<file path="config.mk">
export PLATFORM = sky130hd
export DESIGN_NAME = fpu_ss_mem_buffer_flat
export DESIGN_NICKNAME = d
export VERILOG_FILES = /design/src/rtl/fpu_ss_pkg.sv /design/src/rtl/fpu_ss_mem_buffer_if.sv /design/src/rtl/fpu_ss_mem_buffer.sv /design/src/flat_wrapper.sv
export SDC_FILE = /design/constraint.sdc
export NUM_CORES = 1
export LEC_CHECK = 0
export BUFFER_PORTS_ARGS = -buffer_cell sky130_fd_sc_hd__buf_2
export CORE_MARGIN = 8
export CORE_UTILIZATION = 40
export DETAILED_ROUTE_END_ITERATION = 10
export SYNTH_ARGS = -nofsm -noshare
export SYNTH_HDL_FRONTEND = slang
export SYNTH_SLANG_ARGS = --single-unit
</file>
<file path="constraint.sdc">
create_clock -name clk_i -period 3.73 [get_ports clk_i]
set_input_delay 0.746 -clock clk_i [delete_from_list [all_inputs] [get_ports clk_i]]
set_output_delay 0.746 -clock clk_i [all_outputs]
set_load 0.02 [all_outputs]
</file>
<file path="src/rtl/fpu_ss_pkg.sv">
// Shared FPU-subsystem types: memory-op metadata pushed by the issue logic
// and the per-entry record held by the memory tracking buffer.
package fpu_ss_pkg;

    localparam int unsigned MEM_ID_W   = 4;
    localparam int unsigned FPR_ADDR_W = 5;
    localparam int unsigned MEM_DATA_W = 32;

    // we=1: load into FP rd; we=0: store (no writeback)
    typedef struct packed {
        logic [MEM_ID_W-1:0]   id;
        logic [FPR_ADDR_W-1:0] rd;
        logic                  we;
    } mem_metadata_t;

    typedef struct packed {
        mem_metadata_t         meta;
        logic [MEM_DATA_W-1:0] rdata;
        logic                  err;
    } mem_entry_t;

endpackage

</file>
<file path="src/rtl/fpu_ss_mem_buffer_if.sv">
// Handshake bundle between the FPU memory buffer, the issue logic, the
// CV-X-IF memory result channel and the FP register-file writeback port.
interface fpu_ss_mem_buffer_if;

    logic                              push_valid_i;
    logic                              push_ready_o;
    fpu_ss_pkg::mem_metadata_t         push_meta_i;

    logic                              mem_result_valid_i;
    logic [fpu_ss_pkg::MEM_ID_W-1:0]   mem_result_id_i;
    logic [fpu_ss_pkg::MEM_DATA_W-1:0] mem_result_rdata_i;
    logic                              mem_result_err_i;

    logic                              fpr_wb_valid_o;
    logic                              fpr_wb_ready_i;
    logic [fpu_ss_pkg::FPR_ADDR_W-1:0] fpr_wb_addr_o;
    logic [fpu_ss_pkg::MEM_DATA_W-1:0] fpr_wb_data_o;

    logic                              mem_err_o;
    logic [fpu_ss_pkg::MEM_ID_W-1:0]   mem_err_id_o;
    logic                              protocol_err_o;

    modport master (
        output push_valid_i, push_meta_i,
        output mem_result_valid_i, mem_result_id_i, mem_result_rdata_i, mem_result_err_i,
        output fpr_wb_ready_i,
        input  push_ready_o,
        input  fpr_wb_valid_o, fpr_wb_addr_o, fpr_wb_data_o,
        input  mem_err_o, mem_err_id_o, protocol_err_o
    );

    modport slave (
        input  push_valid_i, push_meta_i,
        input  mem_result_valid_i, mem_result_id_i, mem_result_rdata_i, mem_result_err_i,
        input  fpr_wb_ready_i,
        output push_ready_o,
        output fpr_wb_valid_o, fpr_wb_addr_o, fpr_wb_data_o,
        output mem_err_o, mem_err_id_o, protocol_err_o
    );

endinterface

</file>
<file path="src/rtl/fpu_ss_mem_buffer.sv">
// In-order tracking buffer for FLW/FSW: matches memory results to issued ops,
// writes load data back to the FP regfile and answers pending-rd queries.
module fpu_ss_mem_buffer
    import fpu_ss_pkg::*;
#(
    parameter int unsigned DEPTH = 4   // power of two, >= 2
) (
    input  logic                      clk_i,
    input  logic                      rst_i,
    fpu_ss_mem_buffer_if.slave        bus,
    input  logic [FPR_ADDR_W-1:0]     query_rd_i,
    output logic                      rd_pending_o,
    output logic                      empty_o,
    output logic [$clog2(DEPTH):0]    outstanding_o
);

    localparam int unsigned AW = $clog2(DEPTH);
    localparam int unsigned PW = AW + 1;
    localparam logic [PW-1:0] DEPTH_P = PW'(DEPTH);

    // Pointers carry one extra wrap bit so full and empty are distinguishable.
    logic [PW-1:0] wr_ptr_q, rsp_ptr_q, rd_ptr_q;
    logic [PW-1:0] count;
    logic [AW-1:0] wr_idx, rsp_idx, rd_idx;

    mem_entry_t    mem_q [DEPTH];
    mem_entry_t    head;
    mem_metadata_t rsp_meta;

    logic full;
    logic awaiting_rsp;
    logic head_answered;
    logic push_fire;
    logic result_match;
    logic result_bad;
    logic head_is_load;
    logic wb_valid;
    logic retire;
    logic retire_err;

    logic                mem_err_q;
    logic [MEM_ID_W-1:0] mem_err_id_q;
    logic                protocol_err_q;

    assign wr_idx  = wr_ptr_q[AW-1:0];
    assign rsp_idx = rsp_ptr_q[AW-1:0];
    assign rd_idx  = rd_ptr_q[AW-1:0];

    assign count         = wr_ptr_q - rd_ptr_q;
    assign full          = (count == DEPTH_P);
    assign awaiting_rsp  = (wr_ptr_q != rsp_ptr_q);
    assign head_answered = (rsp_ptr_q != rd_ptr_q);

    assign head     = mem_q[rd_idx];
    assign rsp_meta = mem_q[rsp_idx].meta;

    assign push_fire    = bus.push_valid_i && !full;
    // Results only match entries pushed in an earlier cycle, since the
    // awaiting check uses the registered write pointer.
    assign result_match = bus.mem_result_valid_i && awaiting_rsp &&
                          (bus.mem_result_id_i == rsp_meta.id);
    assign result_bad   = bus.mem_result_valid_i && !result_match;

    // Errored loads and stores retire on their own; clean loads wait for the regfile.
    assign head_is_load = head.meta.we && !head.err;
    assign wb_valid     = head_answered && head_is_load;
    assign retire       = head_answered && (!head_is_load || bus.fpr_wb_ready_i);
    assign retire_err   = head_answered && head.err;

    assign bus.push_ready_o   = !full;
    assign bus.fpr_wb_valid_o = wb_valid;
    assign bus.fpr_wb_addr_o  = wb_valid ? head.meta.rd : '0;
    assign bus.fpr_wb_data_o  = wb_valid ? head.rdata   : '0;
    assign bus.mem_err_o      = mem_err_q;
    assign bus.mem_err_id_o   = mem_err_id_q;
    assign bus.protocol_err_o = protocol_err_q;

    assign empty_o       = (count == '0);
    assign outstanding_o = count;

    always_ff @(posedge clk_i) begin
        if (rst_i) begin
            wr_ptr_q       <= '0;
            rsp_ptr_q      <= '0;
            rd_ptr_q       <= '0;
            mem_err_q      <= 1'b0;
            mem_err_id_q   <= '0;
            protocol_err_q <= 1'b0;
        end else begin
            if (push_fire) begin
                wr_ptr_q <= wr_ptr_q + PW'(1);
            end
            if (result_match) begin
                rsp_ptr_q <= rsp_ptr_q + PW'(1);
            end
            if (retire) begin
                rd_ptr_q <= rd_ptr_q + PW'(1);
            end
            mem_err_q      <= retire_err;
            mem_err_id_q   <= retire_err ? head.meta.id : '0;
            protocol_err_q <= result_bad;
        end
    end

    // Entry storage needs no reset: liveness is defined purely by the pointers.
    // Push and result never target the same slot (that would need wr == rsp).
    always_ff @(posedge clk_i) begin
        if (push_fire) begin
            mem_q[wr_idx].meta <= bus.push_meta_i;
        end
        if (result_match) begin
            mem_q[rsp_idx].rdata <= bus.mem_result_rdata_i;
            mem_q[rsp_idx].err   <= bus.mem_result_err_i;
        end
    end

    // Scan live slots [rd_ptr, wr_ptr) for a load targeting the queried register.
    always_comb begin
        rd_pending_o = 1'b0;
        for (int unsigned i = 0; i < DEPTH; i++) begin
            if ((PW'(i) < count) &&
                mem_q[rd_idx + AW'(i)].meta.we &&
                (mem_q[rd_idx + AW'(i)].meta.rd == query_rd_i)) begin
                rd_pending_o = 1'b1;
            end
        end
    end

endmodule

</file>
<file path="src/flat_wrapper.sv">
// flat-port wrapper written by rule: the top's interface ports become plain ports
module fpu_ss_mem_buffer_flat import fpu_ss_pkg::*;
#(
    parameter int unsigned DEPTH = 4                        
)
  (clk_i, rst_i, query_rd_i, rd_pending_o, empty_o, outstanding_o, bus_push_valid_i, bus_push_meta_i, bus_mem_result_valid_i, bus_mem_result_id_i, bus_mem_result_rdata_i, bus_mem_result_err_i, bus_fpr_wb_ready_i, bus_push_ready_o, bus_fpr_wb_valid_o, bus_fpr_wb_addr_o, bus_fpr_wb_data_o, bus_mem_err_o, bus_mem_err_id_o, bus_protocol_err_o);
  fpu_ss_mem_buffer_if bus_i ();
  input  logic clk_i;
  input  logic rst_i;
  input  logic [FPR_ADDR_W-1:0] query_rd_i;
  output logic rd_pending_o;
  output logic empty_o;
  output logic [$clog2(DEPTH):0] outstanding_o;
  input wire logic [$bits(bus_i.push_valid_i)-1:0] bus_push_valid_i;
  input wire logic [$bits(bus_i.push_meta_i)-1:0] bus_push_meta_i;
  input wire logic [$bits(bus_i.mem_result_valid_i)-1:0] bus_mem_result_valid_i;
  input wire logic [$bits(bus_i.mem_result_id_i)-1:0] bus_mem_result_id_i;
  input wire logic [$bits(bus_i.mem_result_rdata_i)-1:0] bus_mem_result_rdata_i;
  input wire logic [$bits(bus_i.mem_result_err_i)-1:0] bus_mem_result_err_i;
  input wire logic [$bits(bus_i.fpr_wb_ready_i)-1:0] bus_fpr_wb_ready_i;
  output wire logic [$bits(bus_i.push_ready_o)-1:0] bus_push_ready_o;
  output wire logic [$bits(bus_i.fpr_wb_valid_o)-1:0] bus_fpr_wb_valid_o;
  output wire logic [$bits(bus_i.fpr_wb_addr_o)-1:0] bus_fpr_wb_addr_o;
  output wire logic [$bits(bus_i.fpr_wb_data_o)-1:0] bus_fpr_wb_data_o;
  output wire logic [$bits(bus_i.mem_err_o)-1:0] bus_mem_err_o;
  output wire logic [$bits(bus_i.mem_err_id_o)-1:0] bus_mem_err_id_o;
  output wire logic [$bits(bus_i.protocol_err_o)-1:0] bus_protocol_err_o;
  assign bus_i.push_valid_i = bus_push_valid_i;
  assign bus_i.push_meta_i = bus_push_meta_i;
  assign bus_i.mem_result_valid_i = bus_mem_result_valid_i;
  assign bus_i.mem_result_id_i = bus_mem_result_id_i;
  assign bus_i.mem_result_rdata_i = bus_mem_result_rdata_i;
  assign bus_i.mem_result_err_i = bus_mem_result_err_i;
  assign bus_i.fpr_wb_ready_i = bus_fpr_wb_ready_i;
  assign bus_push_ready_o = bus_i.push_ready_o;
  assign bus_fpr_wb_valid_o = bus_i.fpr_wb_valid_o;
  assign bus_fpr_wb_addr_o = bus_i.fpr_wb_addr_o;
  assign bus_fpr_wb_data_o = bus_i.fpr_wb_data_o;
  assign bus_mem_err_o = bus_i.mem_err_o;
  assign bus_mem_err_id_o = bus_i.mem_err_id_o;
  assign bus_protocol_err_o = bus_i.protocol_err_o;
  fpu_ss_mem_buffer #(.DEPTH(DEPTH)) u_core (.clk_i(clk_i), .rst_i(rst_i), .bus(bus_i), .query_rd_i(query_rd_i), .rd_pending_o(rd_pending_o), .empty_o(empty_o), .outstanding_o(outstanding_o));
endmodule
</file>
==> run metrics <==
Post-synth EDFFs=172; met1 global-route usage=17.0%; Reg clk slew, reported paths=0.08 ns; fraction of layout cells with a size suffix above 1=38.4%; CTS tree=yes; Placed Cells=813; GR Util met3=4.78%; commonest non-fill, non-tap cells in the layout=edfxtp_1 (172), buf_2 (106), mux4_2 (56); Root Driver=clkbuf_16; vias in the first global route=4759; # Max-Cap Violations=0; Initial Utilization=41.0%; first-pass GRT wire length=27.6 mm; area grow syn2layout=17.8%; Mapped Area=8320 sq um; min cycle time layout=3.55 ns; commonest non-fill, non-tap cell in the layout=edfxtp_1; pre-CTS setup slack=0.541 ns; total track usage=14.2%; VDD IR max=319 uV; Final Cycle Share=95.3%; hpwl dp=11.7 mm; initial antenna violation count=4; DR vias=4396; synthesized flop and latch total=191; Clock Skew=0.0112 ns; crit path max fanout=7; Avg Cell Area, Syn=18.6 sq um; Hold Path Class=input pin to flop; status=complete, no violations; FF-to-FF setup slack=0.77 ns; Psw=1.35 mW; Crit. Startpoint=u_core.wr_ptr_q[0]$_SDFFE_PP0N_; # setup viols final=0; total grt overflow=0; first-pass iteration count of the detailed router=4; worst-margin pin slew=0.822 ns; library cells used by synthesis=41; clk buf depth=2; Crit. End Element=output pin; crit path DAT=2.81 ns; total chip power=5.14 mW; Seq pwr share=47.7%; syn_nets=515; worst path bufs/invs=2; P_leak=3.36 nW; PwrDens=524 nW/um^2; H-tree depth=4; Yosys warnings=0; Remaining DRCs=0; ys async rst share=0%; Nets=630; Critical Path Max Stage Delay=0.52 ns; Critical Path Stages=8; grt met2 use=24.3%; pin count of the biggest net entering global routing=39; Clk network pwr share=35.1%; most used flip-flop cell after synthesis=edfxtp_1; Pins Over Slew Limit=0; worst r2r dst=u_core.mem_q[3][38]$_DFFE_PP_; Detail Route Antenna Nets=0; routed vias/inst=5.20; Worst Setup Slack, final=0.176 ns; Crit-path slowest cell=or4_1; Slew HR=45.2%; CP endpoint=rd_pending_o; Comb power frac=17.1%; die area=25700 sq um; hold path startpoint=bus_mem_result_rdata_i[29]; PortBufs=106; Internal Power=3.79 mW; height of the die=160 um; startpoint types=flop; fmax=281 MHz; Clock Latency Late Sink=0.42 ns; Critical Path RT=2.98 ns; critical path class=flop to output pin; delay-heaviest family, CP=simple AND/OR/NAND/NOR gates; RSZ-0062 raised after global routing=no; post-route insts no fill=846; core footprint=20300 sq um; worst flop-to-flop path startpoint=u_core.wr_ptr_q[0]$_SDFFE_PP0N_; crit path cell chain=inv_1 -> ha_1 -> fa_1 -> xor3_1 -> a21oi_1 -> or4_1 -> nand4_1 -> buf_2; hold slack=0.532 ns; gr busiest metal=met2; routed len/inst=21.0 um; Die X=160 um; Initial DRC Count=259; Total Wirelength=17.8 mm; IO Pins=107; GP Congestion=0.772; row count=52; Sum Neg Setup Slack=0 ns; register area share after synthesis=66.6%; Inserted Clock Buffers=17; Final Hold Fails=0; Sink Count=191; Synth Instances=447; cells on worst reg2reg path=6; Sw Ratio=26.3%
power groups by stage:
stage	Combinational, mW	Sequential (mW)	Clock, mW
6_report	0.881	2.45	1.81
3_5_place_dp	0.892	2.50	0
2_1_floorplan	0.676	2.47	0
5_1_grt	0.954	2.46	1.93
3_3_place_gp	0.888	2.50	0
4_1_cts	0.896	2.45	1.85
cell usage after synthesis (2+ instances only):
cell type  number  area (sq um)
clkbuf_1        9          33.8
dfxtp_1        19           380
nor2b_1        42           263
ha_1           10           125
inv_1          10          37.5
xor2_1         16           140
and2_2          3          22.5
edfxtp_1      172          5160
mux4_2         56          1260
nand3_1         7          35.0
xnor2_1        23           201
nand4_1         2          12.5
mux4_1          4           105
a21oi_1         3          15.0
nor4_1          2          12.5
nor2_1         10          37.5
nand2b_1        4          25.0
xnor2_2         2          32.5
buf_2          14          70.1
and2_1          4          25.0
nand2_1         6          22.5
mux2_1          2          22.5
nand3b_1        3          22.5
mux2i_1         7          70.1
timing repair:
action / in CTS / in global routing
hold buffers: 0 / 0
setup buffers: 0 / 0
endpoints found under the setup margin: 0 / 1
resized for setup: 0 / 1
cell type report:
class / count / area, sq um
multi-input cells: 223 / 2650
fillers: 1742 / 10500
diodes: 1 / 2.50
repair buffers: 119 / 628
well taps: 270 / 338
clock buffers: 18 / 429
flip-flops and latches: 191 / 5550
inverters: 10 / 37.5
clock inverters: 14 / 171
flip-flops by register name, summed over array words and instances (netlist names), named ones only:
signal,cells
u_core.mem_q,172
u_core.bus.mem_err_id_o,4
u_core.rd_ptr_q,3
u_core.rsp_ptr_q,3
u_core.wr_ptr_q,3
u_core.bus.mem_err_o,1
u_core.bus.protocol_err_o,1
stage by stage:
step                      util, %  instance area, sq um
final                        48.3                  9800
after CTS                    48.3                  9800
after detailed placement     45.3                  9200
after floorplan                 -                  8320
after global placement       45.3                  9200
after global routing         48.3                  9800
how the worst min path moves through the flow:
stage               slack, ns  depth (start not counted)                         endpoint
floorplan                0.54                          2                             flop
global placement         0.59                          2  u_core.wr_ptr_q[0]$_SDFFE_PP0N_
detailed placement       0.60                          2  u_core.rd_ptr_q[2]$_SDFFE_PP0P_
CTS                      0.51                          1     u_core.mem_q[1][7]$_DFFE_PP_
global route             0.51                          1     u_core.mem_q[3][7]$_DFFE_PP_
finish                   0.53                          1    u_core.mem_q[3][30]$_DFFE_PP_
worst register-to-register path: cells and delay by family (launching register included):
family	cells	cell delay, ns
DFF	1	0.44
adders and majority gates	2	0.58
xor gates and xnor gates	1	0.32
AOI/OAI and AO/OA	1	0.39
and+or+nand+nor	1	0.73
buffers and inverters	1	0.12
logic make-up after synthesis:
group                    synth area share (%)
XOR/XNOR                                 4.78
AND/OR/NAND/NOR                          6.53
buffers and inverters                    1.70
flip-flops                               66.6
AO/OA/AOI/OAI                           0.947
multiplexers                             17.7
adder cells (fa/ha/maj)                  1.74
routing by layer:
metal / wire, um / vias to the layer above
met5: 30 / -
met4: 169 / 6
met3: 979 / 15
met2: 9040 / 123
met1: 7570 / 2270
li1: - / 1982
No activity file was read; power rests on OpenSTA's default activity.
